`src/rtl/usbdev_pkg.sv`:
```
// rtl/usbdev_pkg.sv - shared USB device types and default timing constants
package usbdev_pkg;

  typedef enum logic [2:0] {
    WAKE_IDLE      = 3'd0,
    WAKE_WAIT_IDLE = 3'd1,
    WAKE_DRIVE     = 3'd2,
    WAKE_HOST_WAIT = 3'd3
  } wake_state_e;

  localparam int unsigned USB_TIMER_W         = 15;
  localparam int unsigned SUSPEND_MIN_US_DEF  = 5000;
  localparam int unsigned RESUME_DRIVE_US_DEF = 2000;
  localparam int unsigned HOST_WAIT_US_DEF    = 30000;

  // Timer value seen in the cycle whose tick completes a window of `us` microseconds.
  function automatic logic [USB_TIMER_W-1:0] us_last(input int unsigned us);
    return USB_TIMER_W'(us - 1);
  endfunction

endpackage

```
`src/rtl/usbdev_us_timer.sv`:
```
// rtl/usbdev_us_timer.sv - saturating, clearable microsecond counter
module usbdev_us_timer #(
  parameter int unsigned Width = 15
) (
  input  logic             i_clk,
  input  logic             i_rst,
  input  logic             i_clr,
  input  logic             i_tick,
  output logic [Width-1:0] o_count
);

  logic [Width-1:0] r_count;

  // Clear wins over a coincident tick so a new window always starts from zero.
  always_ff @(posedge i_clk or posedge i_rst) begin
    if (i_rst) begin
      r_count <= '0;
    end else if (i_clr) begin
      r_count <= '0;
    end else if (i_tick && (r_count != {Width{1'b1}})) begin
      r_count <= r_count + Width'(1);
    end
  end

  assign o_count = r_count;

endmodule

```
`src/rtl/usbdev_wake_ctrl.sv`:
```
// rtl/usbdev_wake_ctrl.sv - USB device remote-wakeup sequencer (wait idle, drive K, await host)
module usbdev_wake_ctrl
  import usbdev_pkg::*;
#(
  parameter int unsigned SuspendMinUs  = SUSPEND_MIN_US_DEF,
  parameter int unsigned ResumeDriveUs = RESUME_DRIVE_US_DEF,
  parameter int unsigned HostWaitUs    = HOST_WAIT_US_DEF
) (
  input  logic       clk_48mhz_i,
  input  logic       rst_i,
  input  logic       us_tick_i,
  input  logic       link_suspend_i,
  input  logic       link_active_i,
  input  logic       link_disconnect_i,
  input  logic       link_reset_i,
  input  logic       rx_idle_det_i,
  input  logic       wake_en_i,
  input  logic       wake_req_i,
  output logic       resume_drive_o,
  output logic       resume_link_active_o,
  output logic       wake_done_o,
  output logic       wake_abort_o,
  output logic       wake_reject_o,
  output logic       wake_busy_o,
  output logic [2:0] wake_state_o
);

  localparam logic [USB_TIMER_W-1:0] SuspendLast = us_last(SuspendMinUs);
  localparam logic [USB_TIMER_W-1:0] DriveLast   = us_last(ResumeDriveUs);
  localparam logic [USB_TIMER_W-1:0] HostLast    = us_last(HostWaitUs);

  wake_state_e            r_state;
  wake_state_e            w_next;
  logic [USB_TIMER_W-1:0] w_count;
  logic                   w_timer_clr;
  logic                   w_kill;
  logic                   w_done;
  logic                   w_abort;
  logic                   w_reject;
  logic                   w_drive_nxt;
  logic                   w_link_act_nxt;
  logic                   w_busy_nxt;
  logic                   r_drive;
  logic                   r_link_act;
  logic                   r_done;
  logic                   r_abort;
  logic                   r_reject;
  logic                   r_busy;

  assign w_kill      = link_disconnect_i | link_reset_i;
  assign w_timer_clr = (w_next != r_state) ||
                       ((r_state == WAKE_WAIT_IDLE) && !rx_idle_det_i);

  usbdev_us_timer #(
    .Width (USB_TIMER_W)
  ) u_timer (
    .i_clk   (clk_48mhz_i),
    .i_rst   (rst_i),
    .i_clr   (w_timer_clr),
    .i_tick  (us_tick_i),
    .o_count (w_count)
  );

  always_ff @(posedge clk_48mhz_i or posedge rst_i) begin
    if (rst_i) begin
      r_state    <= WAKE_IDLE;
      r_drive    <= 1'b0;
      r_link_act <= 1'b0;
      r_done     <= 1'b0;
      r_abort    <= 1'b0;
      r_reject   <= 1'b0;
      r_busy     <= 1'b0;
    end else begin
      r_state    <= w_next;
      r_drive    <= w_drive_nxt;
      r_link_act <= w_link_act_nxt;
      r_done     <= w_done;
      r_abort    <= w_abort;
      r_reject   <= w_reject;
      r_busy     <= w_busy_nxt;
    end
  end

  // Abort conditions are tested before done so a coincident pair reports only the abort.
  always_comb begin
    w_next   = r_state;
    w_done   = 1'b0;
    w_abort  = 1'b0;
    w_reject = 1'b0;
    unique case (r_state)
      WAKE_IDLE: begin
        if (wake_req_i) begin
          if (link_suspend_i && wake_en_i) begin
            w_next = WAKE_WAIT_IDLE;
          end else begin
            w_reject = 1'b1;
          end
        end
      end
      WAKE_WAIT_IDLE: begin
        if (w_kill || !wake_en_i || (!link_suspend_i && !link_active_i)) begin
          w_next  = WAKE_IDLE;
          w_abort = 1'b1;
        end else if (link_active_i) begin
          w_next = WAKE_IDLE;
          w_done = 1'b1;
        end else if (rx_idle_det_i && us_tick_i && (w_count == SuspendLast)) begin
          w_next = WAKE_DRIVE;
        end
      end
      WAKE_DRIVE: begin
        if (w_kill) begin
          w_next  = WAKE_IDLE;
          w_abort = 1'b1;
        end else if (us_tick_i && (w_count == DriveLast)) begin
          w_next = WAKE_HOST_WAIT;
        end
      end
      WAKE_HOST_WAIT: begin
        if (w_kill || (us_tick_i && (w_count == HostLast))) begin
          w_next  = WAKE_IDLE;
          w_abort = 1'b1;
        end else if (link_active_i) begin
          w_next = WAKE_IDLE;
          w_done = 1'b1;
        end
      end
      default: begin
        w_next = WAKE_IDLE;
      end
    endcase
  end

  always_comb begin
    w_drive_nxt    = (w_next == WAKE_DRIVE);
    w_link_act_nxt = (w_next == WAKE_DRIVE) && (r_state != WAKE_DRIVE);
    w_busy_nxt     = (w_next != WAKE_IDLE);
  end

  assign resume_drive_o       = r_drive;
  assign resume_link_active_o = r_link_act;
  assign wake_done_o          = r_done;
  assign wake_abort_o         = r_abort;
  assign wake_reject_o        = r_reject;
  assign wake_busy_o          = r_busy;
  assign wake_state_o         = r_state;

`ifndef SYNTHESIS
  a_state_valid: assert property (@(posedge clk_48mhz_i) disable iff (rst_i)
    r_state inside {WAKE_IDLE, WAKE_WAIT_IDLE, WAKE_DRIVE, WAKE_HOST_WAIT});

  a_drive_in_drive: assert property (@(posedge clk_48mhz_i) disable iff (rst_i)
    resume_drive_o |-> (r_state == WAKE_DRIVE));

  a_status_onehot: assert property (@(posedge clk_48mhz_i) disable iff (rst_i)
    $onehot0({wake_done_o, wake_abort_o, wake_reject_o}));
`endif

endmodule

```
`config.mk`:
```
export PLATFORM = sky130hd
export DESIGN_NAME = usbdev_wake_ctrl
export DESIGN_NICKNAME = d
export VERILOG_FILES = /design/src/rtl/usbdev_pkg.sv /design/src/rtl/usbdev_us_timer.sv /design/src/rtl/usbdev_wake_ctrl.sv
export SDC_FILE = /design/constraint.sdc
export NUM_CORES = 1
export LEC_CHECK = 0
export ABC_AREA = 1
export BUFFER_PORTS_ARGS = -buffer_cell sky130_fd_sc_hd__buf_2
export CELL_PAD_IN_SITES_DETAIL_PLACEMENT = 1
export CELL_PAD_IN_SITES_GLOBAL_PLACEMENT = 1
export CORE_UTILIZATION = 41
export DETAILED_ROUTE_END_ITERATION = 16
export GPL_ROUTABILITY_DRIVEN = 0
export PLACE_DENSITY = 0.77
export SYNTH_ARGS = -nofsm -noshare
export SYNTH_HDL_FRONTEND = slang
export SYNTH_SLANG_ARGS = --single-unit
```
`constraint.sdc`:
```
create_clock -name clk_48mhz_i -period 2.05 [get_ports clk_48mhz_i]
set_input_delay 0.41 -clock clk_48mhz_i [delete_from_list [all_inputs] [get_ports clk_48mhz_i]]
set_output_delay 0.41 -clock clk_48mhz_i [all_outputs]
set_load 0.02 [all_outputs]
```
== Yosys cells after proc, flatten, opt, wreduce, memory -nomap -nowiden ==
Cells that the tools add are included.
Word-level totals
  input bits: 10
  register bits after elaboration: 24
  output and inout port bits: 9
Operators by class
  add/sub/neg operators: 1
  mux-type cells: 23
  reduce and logical (&&, ||, !) cells: 20
  bitwise logic cells: 1
  eq/ne operators: 10
Operator list (number)
  $mux 15: 2
  $mux 3: 9
  $add 15x1->15 const B: 1
  $eq 15x11->1 const B: 1
  $eq 15x13->1 const B: 1
  $eq 15x15->1 const B: 1
  $ne 15x15->1 const B: 1
  $pmux 3 s4: 1
  $eq 3x2->1 const B: 3
  $logic_and 1x1->1: 9
  $mux 1: 9
  $logic_not 1->1: 4
  $logic_or 1x1->1: 4
  $eq 3x1->1 const B: 1
  $logic_not 3->1: 1
  $ne 3x2->1 const B: 1
  $ne 3x3->1: 1
  $pmux 1 s3: 1
  $reduce_bool 3->1: 1
  $pmux 1 s2: 1
  $reduce_bool 2->1: 1
  $or 1x1->1: 1

== Logic depth before layout (Yosys ltp) ==
Gate-level depths: netlist of run 1.
  depth after elaboration: 9
  mapped depth: 13

== Modules after synthesis ==
From an unflattened synthesis of run 1, not the netlist that was laid out.
Unflattened totals
  cells, all modules: 258
  area, all modules: 1682.9 µm²
Modules (own cells, without submodules)
  usbdev_us_timer: cells each 144, instances 1, area each 987.2 µm², sequential area each 375.4 µm²
  usbdev_wake_ctrl: cells each 114, instances 1, area each 695.7 µm², sequential area each 225.2 µm²

== Least setup slack after synthesis of run 1 ==
OpenSTA, ideal clock, no wires.
  kind: register to register
  start point: register u_timer.r_count[0], in the netlist u_timer.o_count[0]
  end point: register u_timer.r_count[11], in the netlist u_timer.o_count[11]
  clock period less this slack: 1.649 ns
  path buffers: 1
  required time: 1.930 ns
  stages on the path, launching flop included: 11
  setup time: 0.120 ns
  arrival time: 1.529 ns
  slack: 0.401 ns
  path through: dfrtp_1 -> ha_1 -> nand2_1 -> nor2_4 -> nand2_1 -> nor2_2 -> a21oi_2 -> buf_6 -> nand3b_1 -> xor2_1 -> nor2_2
On the way
  longest elaborated chain between the ends: 9
  elaborated cells on any way between the ends: 22
Ends and longest elaborated chain
  start: declaration: RTL line usbdev_us_timer.sv:12  | logic [Width-1:0] r_count;
  start signal: assignment: RTL line usbdev_us_timer.sv:21  | r_count <= r_count + Width'(1);
  $eq 15x13->1: RTL line usbdev_wake_ctrl.sv:107  | end else if (rx_idle_det_i && us_tick_i && (w_count == SuspendLast)) begin
  $logic_and 1x1->1: RTL line usbdev_wake_ctrl.sv:107
  $mux 3: RTL line usbdev_wake_ctrl.sv:107
  $mux 3: RTL line usbdev_wake_ctrl.sv:104  | end else if (link_active_i) begin
  $mux 3: RTL line usbdev_wake_ctrl.sv:101  | if (w_kill || !wake_en_i || (!link_suspend_i && !link_active_i)) begin
  $pmux 3 s4: RTL line usbdev_wake_ctrl.sv:90  | unique case (r_state)
  $ne 3x3->1: RTL line usbdev_wake_ctrl.sv:51  | assign w_timer_clr = (w_next != r_state) ||
  $logic_or 1x1->1: RTL line usbdev_wake_ctrl.sv:51
  $mux 15 or $reduce_bool 2->1 (tied branches)
Parallel ways exist; a longest one is shown, timed or not. The select of a mux whose other input is x is not followed.
A chain may end at the register's enable or synchronous reset.

== Final worst setup path of run 1 ==
  start point: register u_timer.r_count[0], in the netlist u_timer.o_count[0]
  end point: register u_timer.r_count[7], in the netlist u_timer.o_count[7]
The elaborated chain is that of the path after synthesis.

==> out/results.txt, run 1 <==
Total GRT Usage - 21.1%
Top Ports - 19
number of max-cap violations - 0
Startpoint Class - flop
sw frac - 22.6%
CTS Buf Count - 3
routed len/inst - 13.3 um
chip width - 61.4 um
post-route minimum period - 1880 ps
P&R area growth vs syn - 15.3%
Synth async-reset ratio - 100%
period utilization - 91.6%
DR DRC count - 0
R2R cell count - 11
Cell variety after synth - 29
fmax - 533 MHz
clk slew on worst S/H paths - 130 ps
Crit. Startpoint - u_timer.o_count[0]
ys flop type - dfrtp_1
worst reg2reg startpoint - u_timer.o_count[0]
worst path arrival time - 2110 ps
number of synthesized flops with an enable pin - 0
Final setup viols - 0
Hold Vio Cnt, Final - 0
status - finished, final reports clean
Longest Clk Path Bufs - 2
initial DRC count - 43
netlist area before placement - 1450 um^2
Clock Root Buffer - clkbuf_4
sw power - 0.209 mW
post-synthesis sequential area ratio - 41.5%
WS Path Type - reg2reg
initial antenna violation count - 0
Lkg Pwr - 0.776 nW
syn avg cell area - 7.71 um^2
DRT antenna net count - 0
Gate power share - 10.3%
CP endpoint kind - flop
pin count of the biggest net entering global routing - 25
Total Wirelength - 3430 um
CP required - 2280 ps
crit path capture - u_timer.o_count[7]
Post-Syn Nets - 199
die area - 3780 um^2
global-route wire length before repair - 5710 um
Nets - 225
GR Overflow Total - 0
commonest non-fill, non-tap cells in the layout - nand2_1 (42), nor2_1 (28), dfrtp_1 (24)
Cells after Synth - 188
CTS tree - done
Clock Skew - 3.26 ps
overall power - 0.924 mW
crit path max fanout - 8
Max Slew Vio Count - 0
Sequential Power Share - 52.6%
#FFs+latches synth - 24
RR Endpoint - u_timer.o_count[7]
Min-Delay Path Class - in2async
routed vias - 1272
H-tree depth - 1
clock network power share - 37.1%
IO Port Bufs - 18
internal power - 0.715 mW
initial core utilization - 43.1%
core area - 3360 um^2
layout cells sized above 1 - 24.9%
worst vdd ir - 0.000238 V
# fillers - 457
die height - 61.4 um
r2r setup slk - 170 ps
Pwr per Cell Area - 553 nW/um^2
commonest non-fill, non-tap cell in the layout - nand2_1
RSZ-0062 raised after global routing - false
Synth Warn # - 0
# diodes - 0
worst skew pair latency - 330 ps
setup TNS - 0 ps
Rows - 21
TritonRoute pass-1 iters - 4
DP HPWL - 2630 um
via count of the first global-routing pass - 1212
clock sinks - 24
DR vias/cell - 4.91
==> flip-flops by register name, summed over array words and instances (netlist names) <==
| signal | count |
|---|---|
| u_timer.o_count | 15 |
| wake_state_o | 3 |
| resume_drive_o | 1 |
| resume_link_active_o | 1 |
| wake_abort_o | 1 |
| wake_busy_o | 1 |
| wake_done_o | 1 |
| wake_reject_o | 1 |
==> Yosys cell counts (3+ instances only) <==
| cell type | count | share of area [%] |
|---|---|---|
| nor2_2 | 13 | 5.6 |
| nand2_1 | 42 | 11 |
| nor2_1 | 28 | 7.3 |
| dfrtp_1 | 24 | 41 |
| nand4_1 | 5 | 2.2 |
| xor2_1 | 9 | 5.4 |
| nand2_2 | 3 | 1.3 |
| inv_1 | 23 | 6.0 |
| nor3_1 | 4 | 1.4 |
| nand3_1 | 13 | 4.5 |
==> repair_timing <==
item,in CTS,in global routing
hold buffers,0,0
resized for setup,0,0
setup buffers,0,3
endpoints found under the setup margin,0,2
==> metrics by stage <==
step           cells  setup slack, ps  hold slack (ps)  util, %  area (um^2)
2_1_floorplan    188              401              425        -         1450
3_3_place_gp     252              302              467     47.1         1580
3_5_place_dp     252              220              482     47.1         1580
4_1_cts          256              179              109     48.6         1640
5_1_grt          259             13.9              133     49.7         1670
6_report         259              173              106     49.7         1670
==> layout make-up <==
class | instances | area [um^2] | area share (%)
multi-input cells | 136 | 718 | 43.0
flip-flops and latches | 24 | 601 | 36.0
repair buffers | 24 | 148 | 8.84
inverters | 25 | 93.8 | 5.62
well taps | 46 | 57.6 | 3.45
clock inverters | 1 | 30.0 | 1.80
clock buffers | 3 | 22.5 | 1.35
==> critical path, cell delays in order (launching register included) <==
cell	delay (ps)
dfrtp_1	430
ha_1	240
nand2_1	120
nor2_4	50
nand2_1	110
nor2_2	60
a21oi_2	140
buf_4	170
inv_1	70
nor2_1	140
xor2_1	190
nor2_2	60
==> logic make-up after synthesis <==
family | synth area share, %
flip-flops | 41.5
other | 0.259
AO/OA/AOI/OAI | 3.71
XOR/XNOR | 6.05
AND/OR/NAND/NOR | 38.7
buffers and inverters | 8.98
adder cells (fa/ha/maj) | 0.863
==> worst min-delay path by stage <==
stage / from / cells past startpoint / endpoint / slack [ps]
5_1_grt: rst_i / 3 / wake_done_o / 130
4_1_cts: rst_i / 3 / resume_link_active_o / 110
3_5_place_dp: rst_i / 3 / resume_link_active_o / 480
6_report: rst_i / 3 / resume_link_active_o / 110
2_1_floorplan: rst_i / 1 / resume_drive_o / 420
3_3_place_gp: rst_i / 3 / resume_link_active_o / 470
==> power by group through the flow <==
stage,registers (mW),logic [mW],clock network (mW)
after floorplan,0.498,0.0567,0
after global placement,0.494,0.0827,0
after detailed placement,0.495,0.0847,0
after CTS,0.486,0.0851,0.358
after global routing,0.488,0.106,0.379
final,0.486,0.0952,0.343
==> layer usage <==
metal	GRT usage (%)	up-vias	routed length, um
li1	-	633	-
met1	29.5	621	1700
met2	33.5	13	1610
met3	2.52	5	58
met4	7.62	0	55
met5	0	-	0
No activity file was read; power rests on OpenSTA's default activity.
==> run 2: changes to the inputs <==
PLACE_DENSITY = 0.85   (was 0.77)
==> out/results.txt, run 2 (synthesis gave the netlist of run 1 again) <==
global-route wire length before repair - 5430 um
DR DRC count - 0
Finished Cell Area - 1660 um^2
routed len/inst - 13.2 um
Rows - 21
Clock Skew - 3.56 ps
TritonRoute pass-1 iters - 4
Largest register FFs - 15
placed cell areas - 1580 um^2
Final setup viols - 0
CTS tree - done
Total Wirelength - 3400 um
core area - 3360 um^2
Lkg Pwr - 0.765 nW
DR vias/cell - 4.68
Clock Root Buffer - clkbuf_4
via count of the first global-routing pass - 1205
die height - 61.4 um
crit path max fanout - 14
setup TNS - 0 ps
fmax - 532 MHz
GR Overflow Total - 0
H-tree depth - 1
initial core utilization - 43.1%
worst path arrival time - 2100 ps
clock sinks - 24
CP endpoint kind - flop
WS Path Type - reg2reg
Nets - 223
period utilization - 91.6%
Pwr per Cell Area - 508 nW/um^2
Max Slew Vio Count - 0
DRT antenna net count - 0
Final Worst Setup Slack - 171 ps
worst skew pair latency - 320 ps
Hold Vio Cnt, Final - 0
Startpoint Class - flop
hold_ws - 107 ps
commonest non-fill, non-tap cell in the layout - nand2_1
Place WS - 188 ps
routed vias - 1203
initial antenna violation count - 0
# diodes - 0
die area - 3780 um^2
final core utilization - 49.2%
Total GRT Usage - 19.9%
clk slew on worst S/H paths - 140 ps
post-route minimum period - 1880 ps
number of max-cap violations - 0
chip width - 61.4 um
IO Port Bufs - 18
CP required - 2280 ps
DP HPWL - 2580 um
Top Ports - 19
Min-Delay Path Class - in2async
P&R area growth vs syn - 14.2%
layout cells sized above 1 - 24.2%
pin count of the biggest net entering global routing - 25
initial DRC count - 37
Longest Clk Path Bufs - 2
status - finished, final reports clean
CTS Buf Count - 3
commonest non-fill, non-tap cells in the layout - nand2_1 (42), nor2_1 (28), dfrtp_1 (24)
CTS Hold Bufs - 0
worst vdd ir - 0.000274 V
RSZ-0062 raised after global routing - false
## run 2: per-stage QoR
stage	total power, mW	cells
floorplan	0.555	188
global placement	0.577	251
detailed placement	0.579	251
CTS	0.833	255
global route	0.873	257
finish	0.841	257
## run 2: worst paths after layout
kind | start | endpoint | slack [ps] | depth (start not counted)
min | rst_i | u_timer.o_count[13] | 110 | 3
min in group clk_48mhz_i | link_active_i | wake_done_o | 340 | 3
max in group asynchronous | rst_i | u_timer.o_count[12] | 1700 | 3
max reg2reg | u_timer.o_count[0] | u_timer.o_count[7] | 170 | 11
min reg2reg | u_timer.o_count[14] | u_timer.o_count[14] | 570 | 2
max | u_timer.o_count[0] | u_timer.o_count[7] | 170 | 11
## run 2: worst max-delay path, cell delays in order (launching register included)
cell and delay (ps):
dfrtp_1 430, ha_1 240, nand2_1 120, nor2_4 50, nand2_1 100, nor2_2 60
a21oi_2 130, buf_6 170, inv_1 90, nor2_1 120, xor2_1 200, nor2_2 60
## run 2: metal layers
| metal | track usage [%] | up-vias | part of all wire (%) |
|---|---|---|---|
| met3 | 1.89 | 4 | 1.2 |
| met1 | 27.1 | 561 | 49 |
| met5 | 0 | - | 0 |
| met4 | 6.67 | 0 | 0.97 |
| li1 | - | 629 | - |
| met2 | 33.2 | 9 | 49 |
## run 2: report_power, final
group          switching, mW  internal, mW  leakage [nW]
logic                 0.0588        0.0385         0.414
clock network          0.149         0.109        0.0210
registers            0.00572         0.480         0.331
total                  0.214         0.627         0.765
## run 2: final cells by class
cell class	count	area, um^2
Clock buffer	4	36.3
Fill cell	456	1710
Inverter	25	93.8
Multi-Input combinational cell	136	718
Sequential cell	24	601
Tap cell	46	57.6
Timing Repair Buffer	22	149
## run 2: what timing repair did
| item | in CTS | in global routing |
|---|---|---|
| gates resized for setup | 0 | 1 |
| buffers inserted | 0 | 2 |
| endpoints found under the setup margin | 0 | 2 |
